`src/rtl/fifo_reader.sv`:
```
// Read-side controller for a small byte FIFO: mirrors occupancy from the writer's
// enable, issues single-cycle pops, and hands each popped word downstream on valid/ready.
module fifo_reader #(
    parameter int DATA_WIDTH = 8,
    parameter int DEPTH      = 8,
    localparam int CW        = $clog2(DEPTH + 1)
) (
    input  logic                  CLK,
    input  logic                  RST,
    input  logic                  WEN_MON,
    output logic                  REN,
    input  logic [DATA_WIDTH-1:0] ReadData,
    output logic [DATA_WIDTH-1:0] OutData,
    output logic                  OutValid,
    input  logic                  OutReady,
    output logic [CW-1:0]         Count,
    output logic                  Empty,
    output logic                  Full,
    output logic                  Overflow
);

    typedef enum logic [1:0] {
        IDLE    = 2'd0,
        FETCH   = 2'd1,
        CAPTURE = 2'd2,
        PRESENT = 2'd3
    } state_t;

    state_t          state;
    state_t          state_nxt;
    logic            vld_nxt;
    logic            capture;
    logic            push;
    logic            pop;
    logic [CW-1:0]   count_nxt;

    // Occupancy step; a simultaneous push and pop cancel out.
    function automatic logic [CW-1:0] count_step(input logic [CW-1:0] cur,
                                                 input logic          inc,
                                                 input logic          dec);
        logic [CW-1:0] res;
        res = cur;
        if (inc && !dec)
            res = cur + CW'(1);
        else if (dec && !inc)
            res = cur - CW'(1);
        return res;
    endfunction

    assign Empty     = (Count == '0);
    assign Full      = (Count == CW'(DEPTH));
    assign push      = WEN_MON && !Full;
    assign pop       = REN;
    assign count_nxt = count_step(Count, push, pop);

    always_comb begin
        state_nxt = state;
        vld_nxt   = OutValid;
        capture   = 1'b0;
        case (state)
            IDLE: begin
                if (Count != '0)
                    state_nxt = FETCH;
            end
            FETCH: begin
                state_nxt = CAPTURE;
            end
            CAPTURE: begin
                capture   = 1'b1;
                vld_nxt   = 1'b1;
                state_nxt = PRESENT;
            end
            PRESENT: begin
                if (OutReady) begin
                    vld_nxt   = 1'b0;
                    state_nxt = (Count != '0) ? FETCH : IDLE;
                end
            end
            default: begin
                state_nxt = IDLE;
            end
        endcase
    end

    // REN is registered from the next state so it is high exactly while in FETCH.
    always_ff @(posedge CLK) begin
        if (RST) begin
            state    <= IDLE;
            REN      <= 1'b0;
            OutValid <= 1'b0;
            OutData  <= '0;
            Count    <= '0;
            Overflow <= 1'b0;
        end else begin
            state    <= state_nxt;
            REN      <= (state_nxt == FETCH);
            OutValid <= vld_nxt;
            Count    <= count_nxt;
            if (capture)
                OutData <= ReadData;
            if (WEN_MON && Full)
                Overflow <= 1'b1;
        end
    end

endmodule
```
`config.mk`:
```
export PLATFORM = sky130hd
export DESIGN_NAME = fifo_reader
export DESIGN_NICKNAME = d
export VERILOG_FILES = /design/src/rtl/fifo_reader.sv
export SDC_FILE = /design/constraint.sdc
export NUM_CORES = 1
export LEC_CHECK = 0
export ABC_AREA = 1
export CELL_PAD_IN_SITES_DETAIL_PLACEMENT = 0
export CELL_PAD_IN_SITES_GLOBAL_PLACEMENT = 1
export CORE_UTILIZATION = 40
export DETAILED_ROUTE_END_ITERATION = 10
export DONT_BUFFER_PORTS = 1
export HOLD_SLACK_MARGIN = 0.03
export PLACE_DENSITY = 0.7
export REMOVE_ABC_BUFFERS = 1
export SYNTH_ARGS = -nofsm -noshare
export SYNTH_HDL_FRONTEND = slang
export SYNTH_SLANG_ARGS = --single-unit
```
`constraint.sdc`:
```
create_clock -name CLK -period 2.1 [get_ports CLK]
set_input_delay 0.315 -clock CLK [delete_from_list [all_inputs] [get_ports CLK]]
set_output_delay 0.315 -clock CLK [all_outputs]
set_load 0.01 [all_outputs]
```
==> results.txt <==
The number of cells produced by synthesis is 98, and the total grt overflow is 0. After detailed routing, the number of vias per cell comes to 4.763. The number of buffers created by CTS came out at 3. The mux share of post-synthesis cell area was 0%. The first global-routing pass estimated 2518 µm of wire. In the final routed layout, each cell accounts on average for 11.05 µm. The arrival time reported for the critical path endpoint was 2170 ps; the final clock period utilization by the worst path was 92.48%. The run gives 2 as the buffer depth of the longest clock path.

The count of endpoints failing setup in the final report is 0. Worst hold path stage count: 1. The clock latency reported for the late side of the worst-skew pair was 280 ps. The critical path starts at Count[3]$_SDFFE_PP0P_. Power per cell area: 1567 nW/µm².

The tool flagged a number of max-cap violations equal to 0. The die boundary width came out at 45.18 µm. Once layout is complete, the utilization of the core stands at 48.24%. The number of nets in the layout was 123.

0 antenna diodes ended up in the layout. The run gives 4.969 ps as the clock tree skew after final layout. The tightest min-delay check is of the input port to flop type.

29 I/O pins were placed. Top flip-flop cell by instance count after synthesis: sky130_fd_sc_hd__dfxtp_1. The logs give 0 for the initial antenna violation count and 1 for the CTS H-tree depth. Largest net degree at the start of global routing: 11. Counting flops with a built-in enable in the synthesized netlist gives 0. The critical path is of the flop to flop type.

Wires add up to 1448 µm. The worst reg2reg path depth came out at 12. The tree is rooted in a sky130_fd_sc_hd__clkbuf_4. Worst relative slew slack: 79.87%. In this run, the number of DRC markers left after iteration 0 of detailed routing was 8.

The number of warnings printed during yosys synthesis is 0, and the row count is 15. Count of TritonRoute iterations in the first routing pass: 4. The share of flip-flops with an asynchronous set or reset came out at 0%. The flow ran to the end, and the final reports show no timing, DRC or antenna violations.

The run gives 619 as the via count of the first global-routing pass. End of the worst register-to-register path: Count[3]$_SDFFE_PP0P_. The maximum fanout encountered on the critical timing path is 4. The area of all placed cells without fillers was 842.1 µm².

Main combinational cell family by area after synthesis: simple AND/OR/NAND/NOR gates. Achievable frequency: 514.9 MHz. The synthesis-stage register bit count was 17.

The synthesized netlist contains 18 unique library cells. After filler insertion, the fill cell instance count of the layout stands at 190. The clock transition at the register clock pins on the worst setup and hold paths after CTS is 90 ps.

Once placement finished, the instance area stood at 807.0 µm². The run gives 0.7784 as the final RePlAce weighted congestion. For the pin with the worst max-slew slack, the measured transition is 301.5 ps. The post-route netlist has 13.21% of its cells at a drive strength greater than 1. The worst path in the final design needs a cycle of 1942 ps, including I/O delays and setup. STA puts the critical path data required time at 2320 ps. The total vias in the final route was 624. Input and output buffers added on the ports amount to 0.

The layout-stage area growth over the synthesis result was 12.92%. Overall power consumption after layout is estimated at 1320 µW. For the cell area after synthesis, the log shows 745.7 µm². Adding up every negative setup slack in the final design gives 0 ps.

Startpoint of the tightest hold check path: RST. For the reg-to-reg setup timing slack, the log shows 160 ps. The startpoint identified for the worst register-to-register timing path is Count[3]$_SDFFE_PP0P_. Global routing consumed, over all layers together, 17.53% of the routing resources. The clock net in this run drives a total of 17 sinks. Following the worst setup path forward leads to its endpoint at Count[3]$_SDFFE_PP0P_.

Summing the areas of all and, or, nand and nor instances in the mapped netlist gives 27.18% of the synthesized area. The post-detailed-route count of antenna-violating nets is 0, and the xor/xnor share of the synthesized area is 2.349%. The tools report the total core area as 1745 µm². The worst setup path is captured at a flop. Summing the areas of all fa, ha and maj instances in the mapped netlist gives 7.718% of the synthesized area.

The run gives 1094 µm as the half-perimeter wire length after placement. The tools report the element type at the critical path start as a flop. The sequential area share after synthesis was 45.64%; the die height was 45.18 µm.

In the routed design, unresolved DRC markers number 0. The die outline area was 2041 µm²; the initial cell density of the core was 42.72%. The tools report the final-report max-slew violation count as 0. Area fraction in compound gates after synthesis: 10.57%. The worst-case IR drop observed on VDD is 0.6296 mV. In this run the static leakage power is 0.0003933 µW. The per-instance average area after synthesis was 7.609 µm². TritonCTS built the clock tree. The final hold violation count is 0.
-- timing repair --
action,in CTS,in global routing
hold endpoints to repair,0,0
buffers inserted,0,0
gates resized for setup,0,1
hold buffers,0,0
endpoints found under the setup margin,0,1
-- power breakdown --
part	leakage (µW)	switching (µW)	internal (µW)
Clock	0.0000150	94.1	73.7
Sequential	0.000140	121	434
Combinational	0.000238	364	232
-- area by class of cell --
| class | count | area, µm² | area share (%) |
|---|---|---|---|
| timing repair buffer | 4 | 30.03 | 3.566 |
| inverter | 13 | 48.80 | 5.795 |
| tap | 25 | 31.28 | 3.715 |
| multi-input combinational | 68 | 365.4 | 43.39 |
| clock buffer | 4 | 26.28 | 3.120 |
| sequential | 17 | 340.3 | 40.42 |
-- worst min path at each step --
stage,slack [ps],to
3_3_place_gp,380,Count[3]$_SDFFE_PP0P_
6_report,80,Count[3]$_SDFFE_PP0P_
2_1_floorplan,380,Count[3]$_SDFFE_PP0P_
3_5_place_dp,380,Count[3]$_SDFFE_PP0P_
4_1_cts,70,Count[3]$_SDFFE_PP0P_
5_1_grt,50,Count[3]$_SDFFE_PP0P_
-- Yosys cell counts, drive strengths merged (2+ instances only) --
cell type,n,area share [%]
nor2,28,15
dfxtp,17,46
inv,13,6.5
nand2,12,6.0
o21ai,10,6.7
a21oi,5,3.9
ha,3,5.0
nand3,3,2.0
xor2,2,2.3
-- flip-flops by register name, indices dropped and copies added, names as in the netlist --
signal and cells:
state 2, Overflow 1, OutData 8, Count 4, OutValid 1, REN 1
-- per-stage QoR --
step	worst slack [ps]	hold WS (ps)	instances
final	157.9	82.31	131
after global placement	231.6	380.6	127
after global routing	-17.10	50.71	131
after floorplan	45.67	377.4	98
after detailed placement	149.6	384.5	127
after CTS	122.0	70.16	131
-- worst max-delay path, cell delays in order, from the launching register on --
cell and delay, ps:
sky130_fd_sc_hd__dfxtp_1 360, sky130_fd_sc_hd__inv_2 60, sky130_fd_sc_hd__nor4_4 230, sky130_fd_sc_hd__nor2_1 70, sky130_fd_sc_hd__ha_1 200, sky130_fd_sc_hd__inv_1 120
sky130_fd_sc_hd__ha_1 260, sky130_fd_sc_hd__or2_1 250, sky130_fd_sc_hd__nand2_1 70, sky130_fd_sc_hd__nand2_1 40, sky130_fd_sc_hd__nand2_1 50, sky130_fd_sc_hd__nand2_1 60
sky130_fd_sc_hd__a21oi_2 110
-- kinds of logic after synthesis --
group                    after synthesis
flip-flops                            17
AND/OR/NAND/NOR                       47
adder cells (fa/ha/maj)                4
XOR/XNOR                               2
buffers and inverters                 13
AO/OA/AOI/OAI                         15
-- cell usage in the layout, fill, tap and decap left out, types with 2 or more instances in the layout --
master,instances
sky130_fd_sc_hd__buf_4,4
sky130_fd_sc_hd__ha_1,3
sky130_fd_sc_hd__nand2_1,12
sky130_fd_sc_hd__a21oi_1,4
sky130_fd_sc_hd__nor2_1,27
sky130_fd_sc_hd__clkbuf_4,3
sky130_fd_sc_hd__inv_2,4
sky130_fd_sc_hd__xor2_1,2
sky130_fd_sc_hd__nand3_1,3
sky130_fd_sc_hd__dfxtp_1,17
sky130_fd_sc_hd__inv_1,9
sky130_fd_sc_hd__o21ai_0,9
-- metal layers --
metal	global-route usage (%)	up-vias	part of all wire, %
met5	0	-	0
met3	6.000	2	7.3
met2	27.83	21	45
li1	-	326	-
met1	20.84	275	47
met4	9.091	0	0.83
Power figures use the tool's default switching activity.
